File: config.mk
export PLATFORM = sky130hd
export DESIGN_NAME = cpu_step_ctrl
export DESIGN_NICKNAME = d
export VERILOG_FILES = /design/src/rtl/cpu_step_ctrl.sv
export SDC_FILE = /design/constraint.sdc
export NUM_CORES = 1
export LEC_CHECK = 0
export BUFFER_PORTS_ARGS = -buffer_cell sky130_fd_sc_hd__buf_4
export CORE_MARGIN = 2
export CORE_UTILIZATION = 35
export CTS_CLUSTER_DIAMETER = 120
export DETAILED_ROUTE_END_ITERATION = 10
export PLACE_DENSITY_LB_ADDON = 0.15
export SLEW_MARGIN = 20
export SYNTH_ARGS = -nofsm -noshare
export SYNTH_HDL_FRONTEND = slang
export SYNTH_SLANG_ARGS = --single-unit
File: constraint.sdc
create_clock -name CLK -period 4.09 [get_ports CLK]
set_input_delay 0.6135 -clock CLK [delete_from_list [all_inputs] [get_ports CLK]]
set_output_delay 0.6135 -clock CLK [all_outputs]
set_load 0.05 [all_outputs]
File: src/rtl/cpu_step_ctrl.sv
// rtl/cpu_step_ctrl.sv - debounced single-step / burst / free-run CPU clock pulse controller
module cpu_step_ctrl #(
    parameter int DEB_CYCLES = 1000000,
    parameter int RUN_DIV    = 25000000
) (
    input  logic        CLK,
    input  logic        Reset,
    input  logic        button,
    input  logic        run_sw,
    input  logic        burst_sw,
    input  logic [3:0]  burst_len,
    input  logic        bp_en,
    input  logic [31:0] bp_addr,
    input  logic [31:0] curPC,
    input  logic        clr_cnt,
    output logic        CLK_CPU,
    output logic        busy,
    output logic        halted,
    output logic [15:0] step_count
);
    localparam int DEB_W = $clog2(DEB_CYCLES + 1);
    localparam int DIV_W = (RUN_DIV > 1) ? $clog2(RUN_DIV) : 1;
    localparam logic [DEB_W-1:0] DEB_LAST = DEB_W'(DEB_CYCLES - 1);
    localparam logic [DEB_W-1:0] DEB_SAT  = DEB_W'(DEB_CYCLES);
    localparam logic [DIV_W-1:0] DIV_LAST = DIV_W'(RUN_DIV - 1);

    typedef enum logic [2:0] {
        S_IDLE,
        S_STEP,
        S_BURST,
        S_RUN,
        S_HALT
    } state_t;

    logic [1:0]       r_sync;
    logic [DEB_W-1:0] r_deb_cnt;
    logic             w_button_s;
    logic             w_press;
    logic             w_bp_hit;

    state_t           r_state;
    logic [4:0]       r_remaining;
    logic [DIV_W-1:0] r_div;
    logic             r_gap;
    logic             r_first;
    logic             r_clk_cpu;
    logic             r_busy;
    logic             r_halted;
    logic [15:0]      r_step_count;

    always_ff @(posedge CLK or negedge Reset) begin
        if (!Reset) begin
            r_sync <= 2'b00;
        end else begin
            r_sync <= {r_sync[0], button};
        end
    end

    assign w_button_s = r_sync[1];

    // Saturating at DEB_CYCLES keeps the strobe to one per hold.
    always_ff @(posedge CLK or negedge Reset) begin
        if (!Reset) begin
            r_deb_cnt <= '0;
        end else if (!w_button_s) begin
            r_deb_cnt <= '0;
        end else if (r_deb_cnt != DEB_SAT) begin
            r_deb_cnt <= r_deb_cnt + 1'b1;
        end
    end

    assign w_press  = w_button_s && (r_deb_cnt == DEB_LAST);
    assign w_bp_hit = bp_en && (curPC == bp_addr);

    always_ff @(posedge CLK or negedge Reset) begin
        if (!Reset) begin
            r_state     <= S_IDLE;
            r_remaining <= '0;
            r_div       <= '0;
            r_gap       <= 1'b0;
            r_first     <= 1'b0;
            r_clk_cpu   <= 1'b0;
            r_busy      <= 1'b0;
            r_halted    <= 1'b0;
        end else begin
            r_clk_cpu <= 1'b0;
            r_busy    <= (r_state == S_BURST) || (r_state == S_RUN);
            r_halted  <= (r_state == S_HALT);
            case (r_state)
                S_IDLE: begin
                    if (w_press) begin
                        r_first <= 1'b1;
                        r_gap   <= 1'b0;
                        r_div   <= '0;
                        if (run_sw) begin
                            r_state <= S_RUN;
                        end else if (burst_sw) begin
                            r_state     <= S_BURST;
                            r_remaining <= (burst_len == 4'd0) ? 5'd16 : {1'b0, burst_len};
                        end else begin
                            r_state <= S_STEP;
                        end
                    end
                end
                S_STEP: begin
                    r_clk_cpu <= 1'b1;
                    r_state   <= S_IDLE;
                end
                S_BURST: begin
                    if (r_gap) begin
                        r_gap <= 1'b0;
                    end else if (!r_first && w_bp_hit) begin
                        r_state <= S_HALT;
                    end else begin
                        r_clk_cpu   <= 1'b1;
                        r_first     <= 1'b0;
                        r_gap       <= 1'b1;
                        r_remaining <= r_remaining - 5'd1;
                        if (r_remaining == 5'd1) begin
                            r_state <= S_IDLE;
                        end
                    end
                end
                S_RUN: begin
                    if (w_press || !run_sw) begin
                        r_state <= S_IDLE;
                    end else if (r_div != DIV_LAST) begin
                        r_div <= r_div + 1'b1;
                    end else begin
                        r_div <= '0;
                        if (!r_first && w_bp_hit) begin
                            r_state <= S_HALT;
                        end else begin
                            r_clk_cpu <= 1'b1;
                            r_first   <= 1'b0;
                        end
                    end
                end
                S_HALT: begin
                    if (w_press) begin
                        r_state <= S_IDLE;
                    end
                end
                default: begin
                    r_state <= S_IDLE;
                end
            endcase
        end
    end

    always_ff @(posedge CLK or negedge Reset) begin
        if (!Reset) begin
            r_step_count <= '0;
        end else if (clr_cnt) begin
            r_step_count <= '0;
        end else if (r_clk_cpu) begin
            r_step_count <= r_step_count + 16'd1;
        end
    end

    assign CLK_CPU    = r_clk_cpu;
    assign busy       = r_busy;
    assign halted     = r_halted;
    assign step_count = r_step_count;

endmodule

==> impl_metrics.tcl <==
set metrics [dict create \
    die-area_sq_um 13800 \
    wl_per_cell_um 14.3 \
    ant_nets 0 \
    antenna_cells 0 \
    cts_root_buf "clkbuf_16" \
    gp_congestion 0.771 \
    syn_area_sq_um 4490 \
    die_w_um 117 \
    grt_pass1_vias 3660 \
    p_leak_nw 2.54 \
    synth.top_cells.by_area "dfrtp_1, xor2_1, nor2_1" \
    clockBufferDepth 2 \
    synth-async-reset-ratio_pct 100 \
    antenna_found_initial 0 \
    grt_overflow_total 0 \
    use_met3_pct 3.40 \
    top_usage_layer "met2" \
    io_buffers 93 \
    cp.required_ps 4350 \
    drc 0 \
    crit_type "register to register" \
    dpl.hpwl_um 8010 \
    cp_slowest_cell "or4_1" \
    period_needed_ps 3210 \
    synth-seq-cells 76 \
    insertion_delay_ps 330 \
    cts_buffers 9 \
    netlist_instances 498 \
    drive_gt1_share_pct 20.2 \
    worstPathArrival_ps 3460 \
    ir_drop_uv 262 \
    cts_sinks 76 \
    yosysSeqAreaShare_pct 42.4 \
    drv_cap 0 \
    critical_path_peak_fanout 21 \
    p_per_area_nw_per_um2 314 \
    routed_via_density 5.14 \
    finalSetupViolCount 0 \
    ys_types 54 \
    hold_viol 0 \
    rsz0062_at_grt "false" \
    fin_crit_sh_pct 78.4 \
    grt_first_pass_wirelength_um 17500 \
    cp-start-kind "register" \
    drtIter0Drc 174 \
    placed_cells 745 \
    path_cells "or4b_1, or4_1, o21a_1, nor2_2, o21ai_0, a21oi_1" \
    synth_edf_count 0 \
    core_sq_um 12600 \
    dr.pass1.iters 4 \
    num_io_pins 94 \
    grtUsageTotal_pct 15.9 \
    endpoint_kind "register" \
    finalClockSkew_ps 7.17 \
    grtUsageMet1_pct 21.9 \
    wirelength_um 10900 \
    slew-limit-headroom_pct 38.6 \
    mostFrequentLayoutCells "buf_4, dfrtp_1, xor2_1" \
    cts.clk_slew.worst_paths_ps 60 \
    instances_no_fill 761 \
    area_delta_synth_final_pct 26.5 \
    tns_ps 0 \
    max_stage_delay_ps 730 \
    start_util_pct 35.7 \
    htreeDepth 3 \
    cts_setup_buffers 0 \
    vias 3914 \
    worst_pin_slew_ps 917 \
    status "completed" \
    cts_hold_buf 0 \
    nets 665 \
    final_common_cell "buf_4" \
    dieHeight_um 117 \
    gr-usage-met2_pct 25.7 \
    slew_viol_final 0 \
    rows 41 \
    cts_tree "done" \
    synth_nets 579 \
    grt_max_degree 77 \
    yosys_warnings 0 \
    hp-class "input port to async pin" \
    syn_area_per_cell_sq_um 9.02 \
    cts_repair_resize_count 0 \
    clock.fmax_ghz 0.312 \
    synth_top_cell_by_area "dfrtp_1" \
    synth_top_area_share_pct 42.4 \
    synthFlopType "dfrtp_1" \
]
[final cells by class]
type / count / area, sq um
clock buffer: 10 / 229
clock inverter: 6 / 113
fill: 1231 / 6890
inverter: 17 / 63.8
multi-input combinational: 385 / 2440
sequential: 76 / 1900
tap: 172 / 215
timing repair buffer: 95 / 717
[metrics by stage]
step | instance area, sq um | util, % | hold slack, ps | setup WS, ps | total power, mW
2_1_floorplan | 4490 | - | 318 | 1710 | 0.809
3_3_place_gp | 5340 | 42.5 | 346 | 946 | 0.889
3_5_place_dp | 5340 | 42.5 | 338 | 894 | 0.892
4_1_cts | 5680 | 45.2 | 361 | 884 | 1.81
5_1_grt | 5680 | 45.2 | 363 | 648 | 1.86
6_report | 5680 | 45.2 | 308 | 885 | 1.78
[worst max-delay path: cells and delay by family (launching register included)]
kind             cells  cell delay, ps
flip-flops           1             410
AND/OR/NAND/NOR      3            1930
AO/OA/AOI/OAI        3             780
[sequential cells by signal, indices dropped and copies added (netlist names)]
name,count
CLK_CPU,1
step_count,16
r_sync,2
r_state,3
r_remaining,5
r_first,1
r_div,25
busy,1
r_deb_cnt,20
halted,1
r_gap,1
[cell usage after synthesis (all sizes together) (11+ instances only)]
master,number
or3,11
nor2,44
clkbuf,16
nand2,34
xor2,45
o21ai,35
nand3,30
inv,17
and3,13
a21oi,11
nor3,19
dfrtp,76
and2,18
nor4,12
xnor2,17
nand4,14
[logic make-up (layout without fill, tap and decap cells)]
kind of cell    count (synthesis)  in the layout  share of synthesized area (%)
compound gates                 90             90                           12.9
simple gates                  224            224                           27.1
mux                             3              3                          0.669
xor+xnor                       62             62                           12.1
fa+ha+maj                       6              6                           1.67
buf+inv                        37            128                           3.26
flops                          76             76                           42.4
[per-layer routing]
| metal | vias to the layer above | wire length (um) |
|---|---|---|
| li1 | 1952 | - |
| met1 | 1885 | 4970 |
| met2 | 66 | 5430 |
| met3 | 11 | 359 |
| met4 | 0 | 106 |
| met5 | - | 0 |
[report_power, final]
group          leakage [nW]  switching [mW]  internal, mW
logic                  1.34          0.0518        0.0667
clock network         0.167           0.309         0.597
registers              1.02         0.00295         0.755
[path summary, 6_finish.rpt]
kind	from	end	slack, ps	depth (start not counted)
worst max register to register	r_deb_cnt[8]$_DFFE_PN0P_	r_div[19]$_DFFE_PN0P_	880	6
worst max-delay path	r_deb_cnt[8]$_DFFE_PN0P_	r_div[19]$_DFFE_PN0P_	880	6
worst min register to register	r_sync[0]$_DFF_PN0_	r_sync[1]$_DFF_PN0_	360	0
min in group CLK	r_sync[0]$_DFF_PN0_	r_sync[1]$_DFF_PN0_	360	0
worst min-delay path	Reset	r_div[11]$_DFFE_PN0P_	310	1
max in group asynchronous	Reset	r_deb_cnt[19]$_DFFE_PN0P_	3290	1
No activity file was read; power rests on OpenSTA's default activity.
